[config.mk]
export PLATFORM = sky130hd
export DESIGN_NAME = decode_hazard_ctrl_flat
export DESIGN_NICKNAME = d
export VERILOG_FILES = /design/src/rtl/decode_hazard_ctrl_pkg.sv /design/src/rtl/decode_hazard_ctrl_if.sv /design/src/rtl/decode_scoreboard.sv /design/src/rtl/decode_hazard_ctrl.sv /design/src/flat_wrapper.sv
export SDC_FILE = /design/constraint.sdc
export NUM_CORES = 1
export LEC_CHECK = 0
export ABC_AREA = 1
export BUFFER_PORTS_ARGS = -buffer_cell sky130_fd_sc_hd__buf_2
export CAP_MARGIN = 20
export CELL_PAD_IN_SITES_DETAIL_PLACEMENT = 0
export CELL_PAD_IN_SITES_GLOBAL_PLACEMENT = 2
export CORE_MARGIN = 5
export CORE_UTILIZATION = 36
export CTS_CLUSTER_DIAMETER = 200
export DETAILED_ROUTE_END_ITERATION = 8
export PLACE_DENSITY_LB_ADDON = 0.1
export SETUP_SLACK_MARGIN = 0.1
export SYNTH_ARGS = -nofsm -noshare
export SYNTH_HDL_FRONTEND = slang
export SYNTH_SLANG_ARGS = --single-unit
[constraint.sdc]
create_clock -name clock -period 5.1 [get_ports clock]
set_input_delay 0.765 -clock clock [delete_from_list [all_inputs] [get_ports clock]]
set_output_delay 0.765 -clock clock [all_outputs]
set_load 0.005 [all_outputs]
[src/rtl/decode_hazard_ctrl_pkg.sv]
// Shared definitions for the decode-stage interlock controller: opcode
// constants, instruction-class helpers, hazard cause encoding and the
// register macros used by the controller and its scoreboard.

`ifndef DECODE_HAZARD_CTRL_MACROS
`define DECODE_HAZARD_CTRL_MACROS
`define RST_FF(clk_s, rst_s, rst_val, d_s, q_s) \
   always_ff @(posedge clk_s) begin \
      if (rst_s) q_s <= (rst_val); \
      else q_s <= (d_s); \
   end
`define RST_EN_FF(clk_s, rst_s, en_s, rst_val, d_s, q_s) \
   always_ff @(posedge clk_s) begin \
      if (rst_s) q_s <= (rst_val); \
      else if (en_s) q_s <= (d_s); \
   end
`endif

package decode_hazard_ctrl_pkg;

   localparam int REG_IDX_W = 5;
   localparam int OPCODE_W  = 7;

   localparam logic [OPCODE_W-1:0] OP_LDB = 7'h20;
   localparam logic [OPCODE_W-1:0] OP_LDW = 7'h21;
   localparam logic [OPCODE_W-1:0] OP_STB = 7'h22;
   localparam logic [OPCODE_W-1:0] OP_STW = 7'h23;
   localparam logic [OPCODE_W-1:0] OP_MUL = 7'h30;

   // Reason decode is being held, highest priority first.
   typedef enum logic [2:0] {
      CAUSE_NONE     = 3'd0,
      CAUSE_CACHE    = 3'd1,
      CAUSE_LOAD_USE = 3'd2,
      CAUSE_MUL      = 3'd3,
      CAUSE_SB_FULL  = 3'd4
   } hazard_cause_t;

   function automatic logic is_load_instr(input logic [OPCODE_W-1:0] op);
      return (op == OP_LDB) || (op == OP_LDW);
   endfunction

   function automatic logic is_store_instr(input logic [OPCODE_W-1:0] op);
      return (op == OP_STB) || (op == OP_STW);
   endfunction

   function automatic logic is_mul_instr(input logic [OPCODE_W-1:0] op);
      return op == OP_MUL;
   endfunction

endpackage

[src/rtl/decode_hazard_ctrl_if.sv]
// Bundle of decode-side, writeback and pipeline-control signals seen by the
// interlock controller. master = decode/pipeline side, slave = controller.

interface decode_hazard_ctrl_if;
   import decode_hazard_ctrl_pkg::*;

   logic                  dec_valid;
   logic [OPCODE_W-1:0]   dec_opcode;
   logic [REG_IDX_W-1:0]  dec_rd;
   logic [REG_IDX_W-1:0]  dec_ra;
   logic [REG_IDX_W-1:0]  dec_rb;
   logic                  dec_uses_ra;
   logic                  dec_uses_rb;
   logic                  dec_writes_rd;
   logic                  wb_en;
   logic [REG_IDX_W-1:0]  wb_dest;
   logic                  cache_stall;
   logic                  branch_taken;
   logic                  xcpt_flush;
   logic                  stall_decode;
   logic                  flush_decode;
   logic                  issue;
   logic [31:0]           stall_cycles;
   hazard_cause_t         hazard_cause;

   modport master (
      output dec_valid, dec_opcode, dec_rd, dec_ra, dec_rb,
             dec_uses_ra, dec_uses_rb, dec_writes_rd,
             wb_en, wb_dest, cache_stall, branch_taken, xcpt_flush,
      input  stall_decode, flush_decode, issue, stall_cycles, hazard_cause
   );

   modport slave (
      input  dec_valid, dec_opcode, dec_rd, dec_ra, dec_rb,
             dec_uses_ra, dec_uses_rb, dec_writes_rd,
             wb_en, wb_dest, cache_stall, branch_taken, xcpt_flush,
      output stall_decode, flush_decode, issue, stall_cycles, hazard_cause
   );

endinterface

[src/rtl/decode_scoreboard.sv]
// Per-register count of in-flight writes. Increments when a writing
// instruction issues, decrements on register-file writeback, clears when the
// pipe is squashed. Register 0 is hardwired to zero and never tracked.

module decode_scoreboard #(
   parameter int  NUM_REGS   = 32,
   parameter int  PEND_WIDTH = 2,
   localparam int IDX_W      = $clog2(NUM_REGS)
) (
   input  logic             clock,
   input  logic             reset,
   input  logic             inc_en,
   input  logic [IDX_W-1:0] inc_idx,
   input  logic             dec_en,
   input  logic [IDX_W-1:0] dec_idx,
   input  logic             clear,
   input  logic [IDX_W-1:0] query_idx,
   output logic             query_full
);

   localparam logic [PEND_WIDTH-1:0] PEND_MAX = '1;

   logic [PEND_WIDTH-1:0] pend [NUM_REGS];

   for (genvar gi = 0; gi < NUM_REGS; gi++) begin : g_reg
      if (gi == 0) begin : g_zero
         assign pend[gi] = '0;
      end else begin : g_track
         logic [PEND_WIDTH-1:0] pend_reg;
         logic [PEND_WIDTH-1:0] pend_next;
         logic                  hit_inc;
         logic                  hit_dec;

         assign hit_inc = inc_en && (inc_idx == IDX_W'(gi));
         // A writeback against an empty counter is stale and is dropped.
         assign hit_dec = dec_en && (dec_idx == IDX_W'(gi)) && (pend_reg != '0);

         // Issue and writeback on the same register in one cycle cancel out.
         always_comb begin
            pend_next = pend_reg;
            if (clear)
               pend_next = '0;
            else if (hit_inc && !hit_dec)
               pend_next = pend_reg + 1'b1;
            else if (hit_dec && !hit_inc)
               pend_next = pend_reg - 1'b1;
         end

         // Pending-write counter for this register.
         `RST_FF(clock, reset, '0, pend_next, pend_reg)

         assign pend[gi] = pend_reg;
      end
   end

   assign query_full = (pend[query_idx] == PEND_MAX);

endmodule

[src/rtl/decode_hazard_ctrl.sv]
// Decode-stage interlock controller. Holds decode for cache misses,
// load-use hazards, multi-cycle MUL occupancy and a saturated scoreboard;
// squashes decode on taken branches and exceptions.

module decode_hazard_ctrl
   import decode_hazard_ctrl_pkg::*;
#(
   parameter int NUM_REGS    = 32,
   parameter int MUL_LATENCY = 5,
   parameter int PEND_WIDTH  = 2
) (
   input logic                 clock,
   input logic                 reset,
   decode_hazard_ctrl_if.slave bus
);

   localparam int MUL_CNT_W = (MUL_LATENCY > 2) ? $clog2(MUL_LATENCY) : 1;
   localparam logic [MUL_CNT_W-1:0] MUL_HOLD = MUL_CNT_W'(MUL_LATENCY - 1);

   logic                  alu_ld_valid_reg;
   logic                  alu_ld_valid_next;
   logic [REG_IDX_W-1:0]  alu_ld_rd_reg;
   logic [MUL_CNT_W-1:0]  mul_cnt_reg;
   logic [MUL_CNT_W-1:0]  mul_cnt_next;
   logic [31:0]           stall_cycles_reg;
   logic [31:0]           stall_cycles_next;

   logic          flush;
   logic          load_use;
   logic          mul_busy;
   logic          sb_query_full;
   logic          sb_full;
   logic          stall;
   logic          issue_now;
   logic          load_capture;
   logic          stall_count_en;
   hazard_cause_t cause;

   // Hazard detection; a flush overrides every stall source.
   always_comb begin
      flush    = bus.branch_taken | bus.xcpt_flush;
      load_use = alu_ld_valid_reg &
                 ((bus.dec_uses_ra & (bus.dec_ra == alu_ld_rd_reg)) |
                  (bus.dec_uses_rb & (bus.dec_rb == alu_ld_rd_reg)));
      mul_busy = (mul_cnt_reg != '0);
      sb_full  = bus.dec_writes_rd & sb_query_full;
      stall    = !flush & bus.dec_valid &
                 (bus.cache_stall | load_use | mul_busy | sb_full);
      issue_now = bus.dec_valid & !stall & !flush;
      if (!stall)
         cause = CAUSE_NONE;
      else if (bus.cache_stall)
         cause = CAUSE_CACHE;
      else if (load_use)
         cause = CAUSE_LOAD_USE;
      else if (mul_busy)
         cause = CAUSE_MUL;
      else
         cause = CAUSE_SB_FULL;
   end

   // Load tracker and MUL countdown; an exception drains both.
   always_comb begin
      alu_ld_valid_next = alu_ld_valid_reg;
      mul_cnt_next      = mul_cnt_reg;
      load_capture      = issue_now & is_load_instr(bus.dec_opcode);
      if (bus.xcpt_flush) begin
         alu_ld_valid_next = 1'b0;
         mul_cnt_next      = '0;
      end else begin
         // A cache miss freezes the ALU stage, so the load stays in front of decode.
         if (!bus.cache_stall)
            alu_ld_valid_next = load_capture;
         if (issue_now & is_mul_instr(bus.dec_opcode))
            mul_cnt_next = MUL_HOLD;
         else if (mul_busy)
            mul_cnt_next = mul_cnt_reg - 1'b1;
      end
      stall_count_en    = stall & (stall_cycles_reg != 32'hFFFF_FFFF);
      stall_cycles_next = stall_cycles_reg + 32'd1;
   end

   // Valid flag of the load currently in the ALU stage.
   `RST_FF(clock, reset, 1'b0, alu_ld_valid_next, alu_ld_valid_reg)

   // Destination of the most recently issued load.
   `RST_EN_FF(clock, reset, load_capture, '0, bus.dec_rd, alu_ld_rd_reg)

   // Remaining cycles the multiplier is occupied.
   `RST_FF(clock, reset, '0, mul_cnt_next, mul_cnt_reg)

   // Saturating count of cycles decode was held.
   `RST_EN_FF(clock, reset, stall_count_en, '0, stall_cycles_next, stall_cycles_reg)

   decode_scoreboard #(
      .NUM_REGS   (NUM_REGS),
      .PEND_WIDTH (PEND_WIDTH)
   ) u_scoreboard (
      .clock      (clock),
      .reset      (reset),
      .inc_en     (issue_now & bus.dec_writes_rd),
      .inc_idx    (bus.dec_rd),
      .dec_en     (bus.wb_en),
      .dec_idx    (bus.wb_dest),
      .clear      (bus.xcpt_flush),
      .query_idx  (bus.dec_rd),
      .query_full (sb_query_full)
   );

   assign bus.stall_decode = stall;
   assign bus.flush_decode = flush;
   assign bus.issue        = issue_now;
   assign bus.stall_cycles = stall_cycles_reg;
   assign bus.hazard_cause = cause;

endmodule

[src/flat_wrapper.sv]
// flat-port wrapper written by rule: the top's interface ports become plain ports
module decode_hazard_ctrl_flat import decode_hazard_ctrl_pkg::*;
#(
   parameter int NUM_REGS    = 32,
   parameter int MUL_LATENCY = 5,
   parameter int PEND_WIDTH  = 2
)
  (clock, reset, bus_dec_valid, bus_dec_opcode, bus_dec_rd, bus_dec_ra, bus_dec_rb, bus_dec_uses_ra, bus_dec_uses_rb, bus_dec_writes_rd, bus_wb_en, bus_wb_dest, bus_cache_stall, bus_branch_taken, bus_xcpt_flush, bus_stall_decode, bus_flush_decode, bus_issue, bus_stall_cycles, bus_hazard_cause);
  decode_hazard_ctrl_if bus_i ();
  input logic clock;
  input logic reset;
  input wire logic [$bits(bus_i.dec_valid)-1:0] bus_dec_valid;
  input wire logic [$bits(bus_i.dec_opcode)-1:0] bus_dec_opcode;
  input wire logic [$bits(bus_i.dec_rd)-1:0] bus_dec_rd;
  input wire logic [$bits(bus_i.dec_ra)-1:0] bus_dec_ra;
  input wire logic [$bits(bus_i.dec_rb)-1:0] bus_dec_rb;
  input wire logic [$bits(bus_i.dec_uses_ra)-1:0] bus_dec_uses_ra;
  input wire logic [$bits(bus_i.dec_uses_rb)-1:0] bus_dec_uses_rb;
  input wire logic [$bits(bus_i.dec_writes_rd)-1:0] bus_dec_writes_rd;
  input wire logic [$bits(bus_i.wb_en)-1:0] bus_wb_en;
  input wire logic [$bits(bus_i.wb_dest)-1:0] bus_wb_dest;
  input wire logic [$bits(bus_i.cache_stall)-1:0] bus_cache_stall;
  input wire logic [$bits(bus_i.branch_taken)-1:0] bus_branch_taken;
  input wire logic [$bits(bus_i.xcpt_flush)-1:0] bus_xcpt_flush;
  output wire logic [$bits(bus_i.stall_decode)-1:0] bus_stall_decode;
  output wire logic [$bits(bus_i.flush_decode)-1:0] bus_flush_decode;
  output wire logic [$bits(bus_i.issue)-1:0] bus_issue;
  output wire logic [$bits(bus_i.stall_cycles)-1:0] bus_stall_cycles;
  output wire logic [$bits(bus_i.hazard_cause)-1:0] bus_hazard_cause;
  assign bus_i.dec_valid = bus_dec_valid;
  assign bus_i.dec_opcode = bus_dec_opcode;
  assign bus_i.dec_rd = bus_dec_rd;
  assign bus_i.dec_ra = bus_dec_ra;
  assign bus_i.dec_rb = bus_dec_rb;
  assign bus_i.dec_uses_ra = bus_dec_uses_ra;
  assign bus_i.dec_uses_rb = bus_dec_uses_rb;
  assign bus_i.dec_writes_rd = bus_dec_writes_rd;
  assign bus_i.wb_en = bus_wb_en;
  assign bus_i.wb_dest = bus_wb_dest;
  assign bus_i.cache_stall = bus_cache_stall;
  assign bus_i.branch_taken = bus_branch_taken;
  assign bus_i.xcpt_flush = bus_xcpt_flush;
  assign bus_stall_decode = bus_i.stall_decode;
  assign bus_flush_decode = bus_i.flush_decode;
  assign bus_issue = bus_i.issue;
  assign bus_stall_cycles = bus_i.stall_cycles;
  assign bus_hazard_cause = bus_i.hazard_cause;
  decode_hazard_ctrl #(.NUM_REGS(NUM_REGS), .MUL_LATENCY(MUL_LATENCY), .PEND_WIDTH(PEND_WIDTH)) u_core (.clock(clock), .reset(reset), .bus(bus_i));
endmodule
=== Word-level counts from Yosys, hierarchy flattened ===
Index checks and enable logic that the tools add are counted.

* Latch bits: 0
* Logic and storage cells: 545
* Input bits: 37
* Memories: 0
* Memory bits (writable): 0
* Register bits: 103
* Memory bits (read-only): 0
* Output and inout bits: 38

* Mux-type cells: 71
* Reductions and logical operators: 286
* Bitwise logic cells: 18
* Magnitude comparators: 1
* Add/subtract/negate cells: 64
* Div/mod/pow operators: 0
* Multipliers: 0
* Shift-type cells: 0
* Eq/ne operators: 69

{| class="wikitable"
|+ Operators by type and width
! kind !! count
|-
| 5-bit == test, second input constant || 32
|-
| 1-bit logical AND || 155
|-
| 2-bit two-way mux || 64
|-
| 2-bit nonzero test || 63
|-
| 5-bit by 4-bit == test with 1-bit output, second input constant || 16
|-
| 1-bit zero test || 64
|-
| 2-bit by 1-bit adder with 2-bit output, second input constant || 31
|-
| 2-bit by 1-bit subtractor with 2-bit output, second input constant || 31
|-
| 5-bit by 3-bit == test with 1-bit output, second input constant || 8
|-
| 32-bit by 1-bit adder with 32-bit output, second input constant || 1
|-
| 32-bit inequality test, second input constant || 1
|-
| 7-bit by 6-bit == test with 1-bit output, second input constant || 3
|-
| 5-bit by 2-bit == test with 1-bit output, second input constant || 4
|-
| 3-bit two-way mux || 6
|-
| 1-bit bitwise AND || 12
|-
| 2-bit binary-select mux with 5-bit select || 1
|-
| 5-bit by 1-bit == test with 1-bit output, second input constant || 2
|-
| 5-bit == test || 2
|-
| 6-bit greater-or-equal comparator, second input constant || 1
|-
| 5-bit inverter with 6-bit output || 1
|-
| 1-bit OR || 5
|-
| 3-bit nonzero test || 1
|-
| 3-bit OR reduction || 1
|-
| 3-bit by 1-bit subtractor with 3-bit output, second input constant || 1
|-
| 3 further kinds || 3
|}

=== Depth between registers and ports, before layout ===
Gate-level depths: netlist of the first run.

* Word-level depth: 17
* Depth in mapped cells: 20

=== Hierarchy ===
Synthesis of the first run repeated with hierarchy kept, for this count alone.

* Cells, all modules: 1048
* Area, all modules: 6867.8 µm²

{| class="wikitable"
|+ By module, submodules not included
! module !! cells an instance !! instances !! area each (µm²)
|-
| decode_scoreboard || 560 || 1 || 3998.8
|-
| decode_hazard_ctrl || 488 || 1 || 2869.0
|}

=== Worst setup path after synthesis of the first run ===
Ideal clock, no wire load.

* Path kind: input to register
* Start: input bus_dec_rd[0]
* End: register u_core.u_scoreboard.g_reg[21].g_track.pend_reg[1]
* Library setup time: 0.122 ns
* Cell stages on the path: 18
* Path slack: 2.149 ns
* Arrival time: 2.829 ns
* Buffers on the path: 3
* Path through: buf_4 buf_4 o21ai_0 nand2_1 nand2_1 nand2_1 nand2_1 o21ai_1 nand2_1 nand3_4 nand4_4 buf_2 nor3b_2 ha_1 a21oi_1 o21ai_0 o21ai_0 a21oi_1

* Longest elaborated chain between the ends: 16
* Elaborated cells between the ends (all ways): 19
* Classes of those cells: 2 x eq/ne; 4 x mux; 7 x bitwise; 6 x reduce/logical

{| class="wikitable"
|+ RTL lines
! element !! line !! text
|-
| start: declaration || flat_wrapper.sv:14 || <nowiki>input wire logic [$bits(bus_i.dec_rd)-1:0] bus_dec_rd;</nowiki>
|-
| 5-bit inverter with 6-bit output (not written as such) || decode_scoreboard.sv:56 || <nowiki>assign query_full = (pend[query_idx] == PEND_MAX);</nowiki>
|-
| 2-bit binary-select mux with 5-bit select || decode_scoreboard.sv:56 ||
|-
| 2-bit two-way mux (not written as such) (2 in a row) || decode_scoreboard.sv:56 ||
|-
| 2-bit == test || decode_scoreboard.sv:56 ||
|-
| 1-bit bitwise AND || decode_hazard_ctrl.sv:46 || <nowiki>sb_full = bus.dec_writes_rd & sb_query_full;</nowiki>
|-
| 1-bit OR || decode_hazard_ctrl.sv:48 || <nowiki>(bus.cache_stall | load_use | mul_busy | sb_full);</nowiki>
|-
| 1-bit bitwise AND || decode_hazard_ctrl.sv:47 || <nowiki>stall = !flush & bus.dec_valid &</nowiki>
|-
| 1-bit zero test || decode_hazard_ctrl.sv:49 || <nowiki>issue_now = bus.dec_valid & !stall & !flush;</nowiki>
|-
| 1-bit bitwise AND (2 in a row) || decode_hazard_ctrl.sv:49 ||
|-
| 1-bit bitwise AND || decode_hazard_ctrl.sv:101 || <nowiki>.inc_en (issue_now & bus.dec_writes_rd),</nowiki>
|-
| 1-bit logical AND (*) || decode_scoreboard.sv:34 || <nowiki>assign hit_inc = inc_en && (inc_idx == IDX_W'(gi));</nowiki>
|-
| 1-bit zero test || decode_scoreboard.sv:45 || <nowiki>else if (hit_dec && !hit_inc)</nowiki>
|-
| 1-bit logical AND || decode_scoreboard.sv:45 ||
|-
| 2-bit nonzero test (no line) || n/a ||
|-
| end: declaration || decode_scoreboard.sv:29 || <nowiki>logic [PEND_WIDTH-1:0] pend_reg;</nowiki>
|}

Every way passes the cells marked *; elsewhere a longest branch is shown, timed or not. The select of a mux whose other input is x is not followed.
A chain may end at the register's enable or synchronous reset.

=== Worst setup path after layout of the first run ===
* Start: input bus_dec_rd[1]
* End: output bus_hazard_cause[0]

* Longest elaborated chain between the ends: 9

{| class="wikitable"
|+ RTL lines
! element !! line !! text
|-
| 5-bit inverter with 6-bit output (not written as such) || decode_scoreboard.sv:56 ||
|-
| 2-bit binary-select mux with 5-bit select || decode_scoreboard.sv:56 ||
|-
| 2-bit two-way mux (not written as such) (2 in a row) || decode_scoreboard.sv:56 ||
|-
| 2-bit == test || decode_scoreboard.sv:56 ||
|-
| 1-bit bitwise AND || decode_hazard_ctrl.sv:46 ||
|-
| 1-bit OR || decode_hazard_ctrl.sv:48 ||
|-
| 1-bit bitwise AND || decode_hazard_ctrl.sv:47 ||
|-
| 3-bit two-way mux || decode_hazard_ctrl.sv:50 || <nowiki>if (!stall)</nowiki>
|-
| end: declaration || flat_wrapper.sv:29 || <nowiki>output wire logic [$bits(bus_i.hazard_cause)-1:0] bus_hazard_cause;</nowiki>
|}

No other way between the ends. The select of a mux whose other input is x is not followed.

==> metrics.cfg, run 1 <==
[outcome]
status=finished, final reports clean

[power]
p_int_mw=1.179
p_sw_mw=0.4521
p_per_area_nw_per_um2=206.1
ir_drop_uv=150.6
power.leakage_nw=3.058
total_power_mw=1.631
sequentialPowerShare_pct=49.5
clkPwrFrac_pct=41.5
p_comb_share_pct=8.9
swShare_pct=27.72

[global_routing]
track_usage_pct=19.64
grt_max_degree=48
grt_pass1_vias=6393
grt_pass1_wl_um=35050
gr-total-overflow=0
antenna_found_initial=0

[worst_setup_path]
r2r_cells=17
critPathKind=in -> out
rr_startpoint=u_core.alu_ld_rd_reg[2]$_SDFFE_PP0P_
crit_path_start_kind=input port
worstPathRequired_ns=4.34
arrival_ns=2.82
r2r_slack_ns=2.03
end_kind=output port
worstPathMaxFanout=22

[clock_network]
cts_max_path_buffers=2
cts_tree=done
numCtsBuffers=9
cts_hold_buf=0
post_cts_buffers=0
numClockSinks=103
cts-root-buf=clkbuf_16
htreeDepth=3
clock_latency_ns=0.36
post_cts_resized=0
path_clk_slew_ns=0.08

[drt]
drc=0
routed_via_density=4.927
first_iter_violations=307
wl_um=21780
final_antenna_net_count=0
drt_pass1_iterations=5
avgRoutedWirePerCell_um=15.81
vias=6789

[cells_and_area]
n_fill_cell=2193
num_antenna_cells=0
area.growth.synth_to_final_pct=11.71
largest_register_ff_count=62
drive_gt1_share_pct=11.50
final_cell_mix=nand2_1 (248), inv_1 (117), nor2_1 (116)
final_common_cell=nand2_1
final_nets=1180

[yosys]
netlist_area_um2=7084
yosysSeqAreaShare_pct=29.11
synth_top_flop_cell=dfxtp_1
ys_async_sr_fraction_pct=0
yosys_warnings=0
synth_seq_cells=103
syn_area_per_cell_um2=6.709
syn_nets=1128
netlist_instances=1056
synth_edf_count=0
synthDistinctLibCells=34

[sta]
finalHoldViolCount=0
rsz0062_at_grt=no
period_needed_ns=3.589
max_slew_margin_pct=55.06
fin_ws_ns=1.511
tightest_slew_ns=0.6740
fin_tns_setup_ns=0
setup_viol=0
finClkSkew_ns=0.009506
fmaxAchievable_mhz=278.7
maxSlewViolCount=0
fin_crit_sh_pct=70.37

[floorplanning]
core_um2=19400
die_y_um=150.3
die_area_um2=22580
initial_core_util_pct=36.52
num_io_pins=75
std_cell_rows=51
fp.dieW_um=150.3

[worst_hold_path]
hold_end=u_core.alu_ld_valid_reg$_SDFFE_PP0N_
hp-class=reg -> reg
hp-start=u_core.alu_ld_valid_reg$_SDFFE_PP0N_
hold_depth=2

[job]
cap_viol_max_count=0

[place]
place_congestion=0.8468
place_hpwl_um=16090
post-place-ws_ns=1.132
port_buffers=74

[layer usage]
layer | share of wire [%] | vias up | GRT usage, % | wire length, µm
li1 | - | 3593 | - | -
met1 | 51 | 3068 | 28.87 | 11090
met2 | 43 | 102 | 30.05 | 9473
met3 | 3.6 | 26 | 2.378 | 792
met4 | 2.0 | 0 | 5.718 | 425
met5 | 0 | - | 0 | 0
[synthesized netlist by cell type, types with 15 or more instances]
master    count  area, µm²
ha_1         35      437.9
nand2_1     248      930.9
nor3_1       15      75.07
xor2_1       53      464.2
nor3b_2      19      237.7
inv_1       117      439.2
o211ai_1     31      232.7
nor2_1      118      442.9
a21oi_1      98      490.5
nand3_1      16      80.08
o21ai_0      67      335.3
dfxtp_1     103       2062
nand4_1      39      244.0
clkbuf_1     17      63.81
o21ai_1      18      90.09
[logic make-up after synthesis]
| logic type | Yosys count | share of synthesized area [%] |
|---|---|---|
| buffers and inverters | 159 | 9.255 |
| and+or+nand+nor | 482 | 31.53 |
| DFF | 103 | 29.11 |
| adders and majority gates | 35 | 6.182 |
| xor gates and xnor gates | 60 | 7.418 |
| AOI/OAI and AO/OA | 217 | 16.51 |
[worst max-delay path by stage]
| stage | start | endpoint | slack (ns) | cells after the start |
|---|---|---|---|---|
| 4_1_cts | bus_dec_rd[0] | bus_hazard_cause[0] | 1.48 | 14 |
| 3_3_place_gp | bus_dec_rd[0] | flop | 1.17 | 17 |
| 6_report | bus_dec_rd[1] | bus_hazard_cause[0] | 1.51 | 13 |
| 2_1_floorplan | bus_dec_rd[0] | flop | 2.15 | 18 |
| 5_1_grt | bus_dec_rd[0] | flop | 1.14 | 19 |
| 3_5_place_dp | bus_dec_rd[0] | flop | 1.13 | 19 |
[layout make-up]
| cell class | instances | area (µm²) | share of cell area (%) |
|---|---|---|---|
| Clock inverter | 5 | 42.54 | 0.5375 |
| Sequential cell | 103 | 2062 | 26.06 |
| Inverter | 118 | 442.9 | 5.597 |
| Tap cell | 265 | 331.6 | 4.190 |
| Multi-Input combinational cell | 794 | 4372 | 55.24 |
| Clock buffer | 11 | 232.7 | 2.941 |
| Timing Repair Buffer | 82 | 430.4 | 5.439 |
[worst max-delay path, cell delays in order]
cell      delay (ns)
buf_2           0.33
inv_1           0.31
nor2_1          0.20
nand2_1         0.07
nand3_1         0.08
nand2_1         0.06
nand2_1         0.06
o21ai_1         0.06
nand2_1         0.12
nand3_4         0.12
a21boi_1        0.28
a21boi_0        0.21
buf_2           0.14
[stage by stage]
step	util, %	cell area [µm²]	cells	hold slack (ns)
finish	40.80	7914	1378	0.4603
CTS	40.80	7914	1378	0.4615
global placement	39.38	7639	1362	0.4480
global route	40.80	7914	1378	0.4862
detailed placement	39.38	7639	1362	0.4502
floorplan	-	7084	1056	0.4364
[power groups by stage]
| stage | Combinational (mW) | Clock (mW) | Sequential (mW) |
|---|---|---|---|
| after CTS | 0.148 | 0.702 | 0.808 |
| after global routing | 0.162 | 0.731 | 0.808 |
| after floorplan | 0.0932 | 0 | 0.826 |
| final | 0.146 | 0.678 | 0.808 |
| after global placement | 0.148 | 0 | 0.827 |
| after detailed placement | 0.147 | 0 | 0.827 |
No activity file was read; power rests on OpenSTA's default activity.
==> run 2, diff against run 1 <==
- ABC_AREA: 1 -> 0
- CORE_UTILIZATION: 36 -> 35
- clock period: 5.1 -> 3.35 ns (I/O delays scaled with it)
==> run 2 against run 1 <==
Against the previous run:
- worst hold slack got worse by 0.023 ns
- setup slack got worse by 1.3 ns
- largest cell class unchanged
- routed wire length decreased by 21%
- critical path type unchanged
==> metrics.cfg, run 2 <==
[outcome]
status=finished, final reports clean  ; unchanged

[cells_and_area]
stdcell_count=1065  ; was 1378
drive_gt1_share_pct=23.57  ; was 11.50%
final_cell_mix=dfxtp_1 (97), nor2_1 (83), buf_2 (72)  ; was nand2_1 (248), inv_1 (117), nor2_1 (116)
largest_register_ff_count=62  ; unchanged
num_antenna_cells=0  ; unchanged
design_area_um2=7481  ; was 7914 µm²
final_nets=907  ; was 1180
final_common_cell=dfxtp_1  ; was nand2_1
area.growth.synth_to_final_pct=23.46  ; was 11.71%

[yosys]
synth_compound_area_share_pct=16.91  ; was 16.51%
synth_edf_count=0  ; unchanged
ys_async_sr_fraction_pct=0  ; unchanged
netlist_area_um2=6060  ; was 7084 µm²
yosys-top-cells-area=dfxtp_1 (34%), xor2_1 (9.4%), ha_1 (7.2%)  ; was dfxtp_1 (29%), nand2_1 (13%), a21oi_1 (6.9%)
synth_top_flop_cell=dfxtp_1  ; unchanged
synthDistinctLibCells=53  ; was 34
synthTopCellsByCount=dfxtp_1 (103), nor2_1 (83), xor2_1 (65)  ; was nand2_1 (248), nor2_1 (118), inv_1 (117)
netlist_instances=717  ; was 1056
syn_area_per_cell_um2=8.451  ; was 6.709 µm²
synthMuxAreaShare_pct=4.832  ; was 0%
yosysSeqAreaShare_pct=34.03  ; was 29.11%
synthAdderAreaFrac_pct=7.227  ; was 6.182%
synthSimpleGateAreaFrac_pct=22.69  ; was 31.53%
synth_xor_area_share_pct=11.27  ; was 7.418%
syn_nets=789  ; was 1128
synth_top_family_by_area=simple AND/OR/NAND/NOR gates  ; unchanged
yosysMostFrequentCell=dfxtp_1  ; was nand2_1
yosys_warnings=0  ; unchanged
synth_seq_cells=103  ; unchanged
synth_area_leader_cell=dfxtp_1  ; unchanged
netlist.area_leader.share_pct=34.03  ; was 29.11%

[floorplanning]
die_area_um2=20040  ; was 22580 µm²
core_um2=17120  ; was 19400 µm²
num_io_pins=75  ; unchanged
fp.dieW_um=141.6  ; was 150.3 µm
std_cell_rows=48  ; was 51
initial_core_util_pct=35.40  ; was 36.52%
die_y_um=141.6  ; was 150.3 µm

[sta]
finClkSkew_ns=0.006587  ; was 0.009506 ns
rsz0062_at_grt=no  ; unchanged
setup_viol=0  ; unchanged
max_slew_margin_pct=49.35  ; was 55.06%
finalHoldViolCount=0  ; unchanged
period_needed_ns=3.106
fmaxAchievable_mhz=322.0
fin_ws_ns=0.2442  ; was 1.511 ns
fin_crit_sh_pct=92.71
maxSlewViolCount=0  ; unchanged
tightest_slew_ns=0.7539  ; was 0.6740 ns

[worst_setup_path]
crit_path_start_kind=input port  ; unchanged
crit_chain=clkbuf_4 -> inv_6 -> mux4_2 -> a2111oi_4 -> a311oi_2 -> a31oi_4 -> buf_4 -> nor2_1 -> nor3_1 -> buf_2  ; was buf_2 -> inv_1 -> nor2_1 -> nand2_1 -> nand3_1 -> nand2_1 -> nand2_1 -> o21ai_1 -> nand2_1 -> nand3_4 -> a21boi_1 -> a21boi_0 -> buf_2
worstPathMaxFanout=9  ; was 22
end_kind=output port  ; unchanged
arrival_ns=2.60  ; was 2.82 ns
critPathMaxStageDelay_ns=0.55  ; was 0.33 ns
crit_buf_inv=4  ; was 3
slowest_stage=mux4_2  ; was buf_2
crit_family=compound AO/OA/AOI/OAI gates  ; was buffers and inverters
worstPathRequired_ns=2.85  ; was 4.34 ns
critPathKind=in -> out  ; unchanged

[place]
post-place-ws_ns=-0.2239  ; was 1.132 ns
port_buffers=74  ; unchanged
dpl.cell_count=1049  ; was 1362
dpl_cell_area_um2=7177  ; was 7639 µm²
place_congestion=0.8178  ; was 0.8468
place_hpwl_um=12990  ; was 16090 µm

[drt]
first_iter_violations=251  ; was 307
drc=0  ; unchanged
wl_um=17120  ; was 21780 µm
drt_pass1_iterations=4  ; was 5
vias=5605  ; was 6789
avgRoutedWirePerCell_um=16.08  ; was 15.81 µm
final_antenna_net_count=0  ; unchanged
routed_via_density=5.263  ; was 4.927

[clock_network]
cts_max_path_buffers=2  ; unchanged
htreeDepth=3  ; unchanged
numClockSinks=103  ; unchanged
post_cts_buffers=0  ; unchanged
numCtsBuffers=9  ; unchanged
cts_tree=done  ; unchanged
clock_latency_ns=0.35  ; was 0.36 ns
path_clk_slew_ns=0.07  ; was 0.08 ns
cts-root-buf=clkbuf_16  ; unchanged

[power]
ir_drop_uv=302.0  ; was 150.6 µV
power.leakage_nw=2.868  ; was 3.058 nW
p_per_area_nw_per_um2=325.3  ; was 206.1 nW/µm²

[global_routing]
gr-total-overflow=0  ; unchanged
grt_pass1_wl_um=27770  ; was 35050 µm
antenna_found_initial=0  ; unchanged
track_usage_pct=17.12  ; was 19.64%
grt_pass1_vias=5478  ; was 6393
grt_max_degree=45  ; was 48

[worst_hold_path]
hp-class=in -> reg  ; was reg -> reg

[job]
cap_viol_max_count=0  ; unchanged

run 2: cell count changes after synthesis, moves of 17 or more:
| cell | before | now |
|---|---|---|
| a21oi_1 | 98 | 53 |
| inv_1 | 117 | 15 |
| nand2_1 | 248 | 30 |
| nand4_1 | 39 | 10 |
| nor2_1 | 118 | 83 |
| nor3b_2 | 19 | 0 |
| o21ai_0 | 67 | 45 |
| o21ai_1 | 18 | 1 |
| or3_1 | 1 | 42 |
run 2: area by class of cell:
cell class	count	area (µm²)
inverter	16	65.06
multi-input combinational	568	3930
clock inverter	7	57.56
timing repair buffer	137	852.1
sequential	103	2069
clock buffer	9	225.2
fill	1743	9635
tap	225	281.5
run 2: what timing repair did:
item                                    4_1_cts  5_1_grt
resized for setup                             0       11
hold buffers                                  0        0
endpoints found under the setup margin        0       26
endpoints found under the hold margin         0        0
run 2: tightest hold or removal path: cells and delay by family:
kind,cells,cell delay (ns)
AO/OA/AOI/OAI,1,0.05
buffers and inverters,1,0.12
AND/OR/NAND/NOR,1,0.06
run 2: kinds of logic (layout without fill, tap and decap cells):
kind of cell / after synthesis / count (layout)
flip-flops: 103 / 103
AO/OA/AOI/OAI: 163 / 163
buffers and inverters: 46 / 169
AND/OR/NAND/NOR: 269 / 269
XOR/XNOR: 78 / 78
multiplexers: 23 / 23
adder cells (fa/ha/maj): 35 / 35
run 2: routing by layer:
metal  track usage (%)  routed length, µm
met1             21.83               7775
met3             2.393                682
met4             4.545                216
met2             30.30               8445
met5                 0                  0
run 2: path summary, 6_finish.rpt:
kind | start | to | slack [ns] | depth (start not counted)
max | bus_dec_rd[0] | bus_hazard_cause[2] | 0.24 | 10
min | bus_cache_stall | u_core.alu_ld_valid_reg$_SDFFE_PP0N_ | 0.44 | 3
max reg2reg | flop | flop | 0.29 | 13
min reg2reg | u_core.alu_ld_valid_reg$_SDFFE_PP0N_ | u_core.alu_ld_valid_reg$_SDFFE_PP0N_ | 0.48 | 2
run 2: report_power, final:
part / internal (mW) / total (mW) / switching (mW)
clock network: 0.514 / 1.03 / 0.513
logic: 0.0648 / 0.181 / 0.116
registers: 1.22 / 1.23 / 0.00170
total: 1.80 / 2.43 / 0.631
run 2: per-stage QoR:
step,utilization (%),total power [mW],TNS (ns),hold WS [ns]
after floorplan,-,1.352,-0.05510,0.4501
after global placement,41.93,1.435,-2.368,0.4573
after detailed placement,41.93,1.437,-4.144,0.4688
after CTS,43.58,2.475,0,0.4238
after global routing,43.71,2.534,0,0.4526
final,43.71,2.434,0,0.4376
